[src/rtl/bram_stream_pkg.sv]
// ----------------------------------------------------------------------------
// bram_stream_pkg
// Shared definitions for the BRAM-to-stream reader:
//   state_t    - reader control states (idle, issuing reads, draining FIFO)
//   FIFO_DEPTH - depth of the output FIFO; also the read-credit limit
// ----------------------------------------------------------------------------
package bram_stream_pkg;

    typedef enum logic [1:0] {
        ST_IDLE  = 2'd0,
        ST_READ  = 2'd1,
        ST_DRAIN = 2'd2
    } state_t;

    localparam int FIFO_DEPTH = 2;

endpackage

[src/rtl/bram_port_if.sv]
// ----------------------------------------------------------------------------
// bram_port_if
// Single BRAM port bundle.
//   en, we, addr, wr_data : driven by the master
//   rd_data               : returned by the memory, one cycle after en
// ----------------------------------------------------------------------------
interface bram_port_if #(
    parameter int DATA_WIDTH = 32,
    parameter int ADDR_WIDTH = 10
) ();
    logic                  en;
    logic                  we;
    logic [ADDR_WIDTH-1:0] addr;
    logic [DATA_WIDTH-1:0] wr_data;
    logic [DATA_WIDTH-1:0] rd_data;

    modport master (output en, output we, output addr, output wr_data, input rd_data);
    modport slave  (input en, input we, input addr, input wr_data, output rd_data);
endinterface

[src/rtl/stream_fifo2.sv]
// ----------------------------------------------------------------------------
// stream_fifo2
// Two-entry FIFO with occupancy output.
//   i_clk, i_rst : clock, synchronous active-high reset (flushes contents)
//   i_push       : write i_data (ignored when full without a pop)
//   i_data       : write data
//   i_pop        : discard head entry (ignored when empty)
//   o_data       : head entry
//   o_count      : occupancy 0..2
// Push and pop in the same cycle are legal when not empty.
// ----------------------------------------------------------------------------
module stream_fifo2
    import bram_stream_pkg::*;
#(
    parameter int DATA_WIDTH = 32
) (
    input  logic                  i_clk,
    input  logic                  i_rst,
    input  logic                  i_push,
    input  logic [DATA_WIDTH-1:0] i_data,
    input  logic                  i_pop,
    output logic [DATA_WIDTH-1:0] o_data,
    output logic [1:0]            o_count
);

    localparam logic [1:0] FULL_COUNT = 2'(FIFO_DEPTH);

    logic [DATA_WIDTH-1:0] r_mem [FIFO_DEPTH];
    logic                  r_wr_ptr;
    logic                  r_rd_ptr;
    logic [1:0]            r_count;
    logic                  w_do_pop;
    logic                  w_do_push;

    assign w_do_pop  = i_pop && (r_count != 2'd0);
    assign w_do_push = i_push && ((r_count != FULL_COUNT) || w_do_pop);

    always_ff @(posedge i_clk) begin
        if (i_rst) begin
            r_wr_ptr <= 1'b0;
            r_rd_ptr <= 1'b0;
            r_count  <= 2'd0;
        end else begin
            if (w_do_push) r_wr_ptr <= ~r_wr_ptr;
            if (w_do_pop)  r_rd_ptr <= ~r_rd_ptr;
            unique case ({w_do_push, w_do_pop})
                2'b10:   r_count <= r_count + 2'd1;
                2'b01:   r_count <= r_count - 2'd1;
                default: r_count <= r_count;
            endcase
        end
    end

    // Storage is not reset: the occupancy count alone decides validity.
    always_ff @(posedge i_clk) begin
        if (w_do_push) r_mem[r_wr_ptr] <= i_data;
    end

    assign o_data  = r_mem[r_rd_ptr];
    assign o_count = r_count;

endmodule

[src/rtl/bram_stream_reader.sv]
// ----------------------------------------------------------------------------
// bram_stream_reader
// Reads i_len consecutive BRAM words from i_base_addr (address wraps modulo
// 2^ADDR_WIDTH) and emits them in order on a valid/ready stream.
//   i_clk, i_rst      : clock, synchronous active-high reset
//   i_start           : start strobe, sampled only while idle
//   i_base_addr       : first word address (latched at start)
//   i_len             : word count 0..2^ADDR_WIDTH (latched at start)
//   o_busy            : transfer in progress
//   o_done            : one-cycle pulse after the last beat (or after a
//                       zero-length start)
//   bram_port         : BRAM read port, 1-cycle read latency, never writes
//   o_tdata/o_tvalid/o_tlast/i_tready : output stream
// ----------------------------------------------------------------------------
module bram_stream_reader
    import bram_stream_pkg::*;
#(
    parameter int DATA_WIDTH = 32,
    parameter int ADDR_WIDTH = 10
) (
    input  logic                  i_clk,
    input  logic                  i_rst,
    input  logic                  i_start,
    input  logic [ADDR_WIDTH-1:0] i_base_addr,
    input  logic [ADDR_WIDTH:0]   i_len,
    output logic                  o_busy,
    output logic                  o_done,
    bram_port_if.master           bram_port,
    output logic [DATA_WIDTH-1:0] o_tdata,
    output logic                  o_tvalid,
    output logic                  o_tlast,
    input  logic                  i_tready
);

    localparam logic [ADDR_WIDTH:0]   LEN_ONE  = 1;
    localparam logic [ADDR_WIDTH-1:0] ADDR_ONE = 1;

    state_t                r_state;
    logic                  r_busy;
    logic                  r_done;
    logic [ADDR_WIDTH-1:0] r_addr;
    logic [ADDR_WIDTH:0]   r_rd_left;
    logic [ADDR_WIDTH:0]   r_beat_left;
    logic                  r_rd_vld_p1;

    logic [DATA_WIDTH-1:0] w_fifo_data;
    logic [1:0]            w_fifo_count;
    logic                  w_fifo_valid;
    logic                  w_pop;
    logic [2:0]            w_level;
    logic [2:0]            w_limit;
    logic                  w_rd_issue;

    assign w_fifo_valid = (w_fifo_count != 2'd0);
    assign w_pop        = w_fifo_valid && i_tready;

    // Read credit: words held plus words in flight, less the word leaving
    // this cycle, must stay below the FIFO depth. Written as an addition on
    // the limit side so no unsigned underflow can occur.
    assign w_level    = {1'b0, w_fifo_count} + {2'b00, r_rd_vld_p1};
    assign w_limit    = 3'(FIFO_DEPTH) + {2'b00, w_pop};
    assign w_rd_issue = !i_rst && (r_state == ST_READ) && (w_level < w_limit);

    // ---- stage p0: read issue / control ----
    always_ff @(posedge i_clk) begin
        if (i_rst) begin
            r_state     <= ST_IDLE;
            r_busy      <= 1'b0;
            r_done      <= 1'b0;
            r_addr      <= '0;
            r_rd_left   <= '0;
            r_beat_left <= '0;
            r_rd_vld_p1 <= 1'b0;
        end else begin
            r_done      <= 1'b0;
            r_rd_vld_p1 <= w_rd_issue;
            if (w_pop) r_beat_left <= r_beat_left - LEN_ONE;
            unique case (r_state)
                ST_IDLE: begin
                    if (i_start) begin
                        if (i_len == '0) begin
                            r_done <= 1'b1;
                        end else begin
                            r_state     <= ST_READ;
                            r_busy      <= 1'b1;
                            r_addr      <= i_base_addr;
                            r_rd_left   <= i_len;
                            r_beat_left <= i_len;
                        end
                    end
                end
                ST_READ: begin
                    if (w_rd_issue) begin
                        r_addr    <= r_addr + ADDR_ONE;
                        r_rd_left <= r_rd_left - LEN_ONE;
                        if (r_rd_left == LEN_ONE) r_state <= ST_DRAIN;
                    end
                end
                ST_DRAIN: begin
                    // The last beat can only leave after the last read, so
                    // completion is detected here only.
                    if (w_pop && (r_beat_left == LEN_ONE)) begin
                        r_state <= ST_IDLE;
                        r_busy  <= 1'b0;
                        r_done  <= 1'b1;
                    end
                end
                default: r_state <= ST_IDLE;
            endcase
        end
    end

    // ---- stage p1: BRAM data returns and enters the FIFO ----
    stream_fifo2 #(
        .DATA_WIDTH(DATA_WIDTH)
    ) u_fifo (
        .i_clk   (i_clk),
        .i_rst   (i_rst),
        .i_push  (r_rd_vld_p1),
        .i_data  (bram_port.rd_data),
        .i_pop   (w_pop),
        .o_data  (w_fifo_data),
        .o_count (w_fifo_count)
    );

    // ---- stage p2: FIFO head drives the stream ----
    assign o_tvalid = w_fifo_valid;
    assign o_tdata  = w_fifo_valid ? w_fifo_data : '0;
    assign o_tlast  = w_fifo_valid && (r_beat_left == LEN_ONE);
    assign o_busy   = r_busy;
    assign o_done   = r_done;

    assign bram_port.en      = w_rd_issue;
    assign bram_port.we      = 1'b0;
    assign bram_port.addr    = r_addr;
    assign bram_port.wr_data = '0;

endmodule

[src/flat_wrapper.sv]
// flat-port wrapper written by rule: the top's interface ports become plain ports
module bram_stream_reader_flat import bram_stream_pkg::*;
#(
    parameter int DATA_WIDTH = 32,
    parameter int ADDR_WIDTH = 10
)
  (i_clk, i_rst, i_start, i_base_addr, i_len, o_busy, o_done, o_tdata, o_tvalid, o_tlast, i_tready, bram_port_en, bram_port_we, bram_port_addr, bram_port_wr_data, bram_port_rd_data);
  bram_port_if #(.DATA_WIDTH(DATA_WIDTH), .ADDR_WIDTH(ADDR_WIDTH)) bram_port_i ();
  input  logic i_clk;
  input  logic i_rst;
  input  logic i_start;
  input  logic [ADDR_WIDTH-1:0] i_base_addr;
  input  logic [ADDR_WIDTH:0] i_len;
  output logic o_busy;
  output logic o_done;
  output logic [DATA_WIDTH-1:0] o_tdata;
  output logic o_tvalid;
  output logic o_tlast;
  input  logic i_tready;
  output wire logic [$bits(bram_port_i.en)-1:0] bram_port_en;
  output wire logic [$bits(bram_port_i.we)-1:0] bram_port_we;
  output wire logic [$bits(bram_port_i.addr)-1:0] bram_port_addr;
  output wire logic [$bits(bram_port_i.wr_data)-1:0] bram_port_wr_data;
  input wire logic [$bits(bram_port_i.rd_data)-1:0] bram_port_rd_data;
  assign bram_port_en = bram_port_i.en;
  assign bram_port_we = bram_port_i.we;
  assign bram_port_addr = bram_port_i.addr;
  assign bram_port_wr_data = bram_port_i.wr_data;
  assign bram_port_i.rd_data = bram_port_rd_data;
  bram_stream_reader #(.DATA_WIDTH(DATA_WIDTH), .ADDR_WIDTH(ADDR_WIDTH)) u_core (.i_clk(i_clk), .i_rst(i_rst), .i_start(i_start), .i_base_addr(i_base_addr), .i_len(i_len), .o_busy(o_busy), .o_done(o_done), .bram_port(bram_port_i), .o_tdata(o_tdata), .o_tvalid(o_tvalid), .o_tlast(o_tlast), .i_tready(i_tready));
endmodule
[config.mk]
export PLATFORM = sky130hd
export DESIGN_NAME = bram_stream_reader_flat
export DESIGN_NICKNAME = d
export VERILOG_FILES = /design/src/rtl/bram_stream_pkg.sv /design/src/rtl/bram_port_if.sv /design/src/rtl/stream_fifo2.sv /design/src/rtl/bram_stream_reader.sv /design/src/flat_wrapper.sv
export SDC_FILE = /design/constraint.sdc
export NUM_CORES = 1
export LEC_CHECK = 0
export CAP_MARGIN = 20
export CORE_ASPECT_RATIO = 1.4
export CORE_UTILIZATION = 52
export CTS_CLUSTER_DIAMETER = 150
export CTS_CLUSTER_SIZE = 10
export DETAILED_ROUTE_END_ITERATION = 8
export PLACE_DENSITY = 0.85
export REMOVE_ABC_BUFFERS = 1
export SYNTH_ARGS = -nofsm -noshare
export SYNTH_HDL_FRONTEND = slang
export SYNTH_SLANG_ARGS = --single-unit
export TNS_END_PERCENT = 5
[constraint.sdc]
create_clock -name i_clk -period 3.5 [get_ports i_clk]
set_input_delay 0.525 -clock i_clk [delete_from_list [all_inputs] [get_ports i_clk]]
set_output_delay 0.525 -clock i_clk [all_outputs]
set_load 0.005 [all_outputs]
==> impl_metrics.yaml <==
logic_synthesis:
  yosys_warnings: 0
  netlist_area_mm2: 0.00503
  synth-async-reset-ratio_pct: 0
  avgSynthCellArea_um2: 10.5
  synth-edff-count: 64
  netlist_instances: 480
  yosys_register_bits: 106
  seq_area_frac_synth_pct: 54.9
  synth-main-ff-cell: "edfxtp_1"
  synth_cell_types: 53
min_path:
  worst_hold_path.num_cells: 2
  hold_class: "reg2reg"
  min_to: "u_core.r_rd_left[8]"
  hp-start: "u_core.r_rd_left[8]"
grt:
  grt_overflow_total: 0
  antenna_found_initial: 0
  grt_usage_pct: 21.9
  grt_max_degree: 40
  grt_pass1_vias: 3585
  grt_pass1_wl_um: 17200
placed_design:
  dp_hpwl_um: 7760
  dp.cells: 677
  post-place-ws_ns: 0.595
  place_congestion: 0.813
  portBuffers: 103
finish:
  layout-drive-gt1-share_pct: 6.51
  layout_commonest_cell: "clkdlybuf4s50_1"
  diodes: 0
  instances_no_fill: 694
  area_growth_pct: 25.9
  mostFrequentLayoutCells: "clkdlybuf4s50_1, edfxtp_1, nor2_1"
  fin_nets: 644
setup_path:
  critical_path_class: "reg2out"
  arrival_ns: 2.30
  max_stage_delay_ns: 0.57
  startpoint_type: "flip-flop"
  path_cells: "ha_1 -> ha_1 -> o21a_4 -> nor4_1 -> clkdlybuf4s50_1"
  cp.buffers_inverters: 1
  setup.worst_path.end_class: "primary output"
  cp.required_ns: 2.97
  crit_path_top_delay_cell: "clkdlybuf4s50_1"
  crit_family: "buffers and inverters"
  cp_max_fo: 7
  reg2regPathDepth: 6
  rrSetupSlack_ns: 1.28
  crit_top_cell: "ha_1"
  timing.rr.end: "u_core.bram_port.addr[0]"
  r2r-start: "u_core.u_fifo.o_count[0]"
clock_network:
  cts_tree: "done"
  cts_made_buffers: 9
  postCtsResizedCells: 0
  clk-insertion-delay-late_ns: 0.35
  htreeDepth: 3
  cts_setup_buffers: 0
  root_buffer: "clkbuf_16"
  cts_hold_buf: 0
  clock_sinks: 106
  cts.path.max_buffers: 2
  clk_pin_slew_worst_paths_ns: 0.07
die:
  die_w_um: 85.1
  start_util_pct: 53.5
  die-area_mm2: 0.0101
  coreArea_mm2: 0.00941
  std_cell_rows: 42
  die_y_um: 118
  num_io_pins: 137
timing:
  drv_slew: 0
  finalSetupTns_ns: 0
  setup_viol: 0
  finalCriticalPeriod_ns: 2.82
  rsz0062_at_grt: "false"
  fin_crit_sh_pct: 80.7
  max_clock_freq_mhz: 354
  worst_slack_ns: 0.677
  clock_skew_ns: 0.00564
  max_slew_margin_pct: 51.3
  hold_violations: 0
  holdWs_ns: 0.497
  worstMarginPinSlew_ns: 0.727
power_and_ir_drop:
  fin_total_pwr_mw: 3.43
  powerDensity_mw_per_mm2: 541
  p_leak_nw: 2.19
  vdd.ir_drop.worst_mv: 0.297
route:
  drt_iter0_drc: 171
  firstDrtPassIters: 5
  vias_per_cell: 5.51
  routedWlPerCell_um: 15.7
  vias: 3824
  wl_um: 10900
  ant_nets: 0
  drcViolationCount: 0
flow_run:
  maxCapViolations: 0
run_status:
  status: "completed"
[how the worst max path moves through the flow]
stage / startpoint / to / slack, ns / cells past startpoint
floorplan: i_tready / u_core.u_fifo.r_mem[0][0] / 1.07 / 2
global placement: i_tready / u_core.bram_port.addr[8] / 0.71 / 6
detailed placement: i_tready / u_core.bram_port.addr[8] / 0.59 / 6
CTS: u_core.u_fifo.o_count[0] / bram_port_en / 0.69 / 5
global route: u_core.u_fifo.o_count[0] / bram_port_en / 0.61 / 5
finish: u_core.u_fifo.o_count[0] / bram_port_en / 0.68 / 5
[state kept, by name, indices dropped and copies added (netlist names), named ones only]
signal and cells:
u_core.u_fifo.o_count 2, u_core.u_fifo.r_mem 64, u_core.r_rd_left 11, u_core.o_done 1, u_core.bram_port.addr 10, u_core.r_beat_left 11, u_core.r_state 2, u_core.o_busy 1
u_core.u_fifo.r_rd_ptr 1, u_core.r_rd_vld_p1 1, u_core.u_fifo.r_wr_ptr 1
[final cells by class]
| cell class | instances | area [um^2] |
|---|---|---|
| Sequential cell | 106 | 2760 |
| Timing Repair Buffer | 112 | 1100 |
| Tap cell | 110 | 138 |
| Clock inverter | 7 | 50.0 |
| Inverter | 9 | 33.8 |
| Multi-Input combinational cell | 341 | 2020 |
| Fill cell | 694 | 3080 |
| Clock buffer | 9 | 225 |
[through the flow]
step                util, %  cell area (um^2)
global route           67.3              6330
floorplan                 -              4810
global placement       64.3              6050
detailed placement     64.3              6050
finish                 67.3              6330
CTS                    67.2              6320
[Yosys cell counts, types with 2 or more instances]
cell type	count	share of area (%)
o21ai_0	23	2.3
o21a_1	2	0.30
xor2_1	5	0.87
buf_4	33	4.9
inv_1	8	0.60
nand2b_1	5	0.62
or4_1	3	0.45
nand2_1	41	3.1
dfxtp_1	42	17
edfxtp_1	64	38
nor3_1	15	1.5
nor2_1	66	4.9
nand3b_1	2	0.30
a31oi_1	7	0.87
nor4_1	6	0.75
clkbuf_1	15	1.1
a21oi_1	31	3.1
buf_1	4	0.30
a32o_1	2	0.40
nand4_1	6	0.75
buf_2	3	0.30
xnor2_1	8	1.4
o211ai_1	2	0.30
nor3b_1	3	0.45
a211oi_1	6	0.90
mux2i_1	32	6.4
ha_1	8	2.0
or2_2	2	0.25
o32ai_1	3	0.52
nand3_1	6	0.60
or3_1	4	0.50
nor2b_1	2	0.25
[kinds of logic after synthesis]
| family | count (synthesis) | share of synthesized area, % |
|---|---|---|
| adders and majority gates | 8 | 1.99 |
| AOI/OAI and AO/OA | 88 | 11.2 |
| muxes | 33 | 6.59 |
| other | 1 | 0.0746 |
| buffers and inverters | 65 | 7.41 |
| and+or+nand+nor | 166 | 15.5 |
| DFF | 106 | 54.9 |
| xor gates and xnor gates | 13 | 2.26 |
[where the power goes]
| group | total [mW] | internal (mW) | switching (mW) | leakage, nW |
|---|---|---|---|---|
| logic | 0.970 | 0.509 | 0.460 | 1.13 |
| clock network | 0.937 | 0.486 | 0.451 | 0.132 |
| registers | 1.52 | 1.42 | 0.103 | 0.927 |
[worst reg2reg max path, cell delays in order, from the launching register on]
cell	delay, ns
dfxtp_1	0.49
ha_1	0.21
ha_1	0.23
o21a_4	0.15
o41a_4	0.57
or3_1	0.34
a31oi_1	0.16
[routing by layer]
metal / track usage, % / vias up / wire, um
li1: - / 1862 / -
met1: 25.7 / 1822 / 4440
met2: 38.8 / 124 / 5750
met3: 4.61 / 16 / 570
met4: 8.16 / 0 / 167
met5: 0 / - / 0
(Power assumes the default switching activity.)
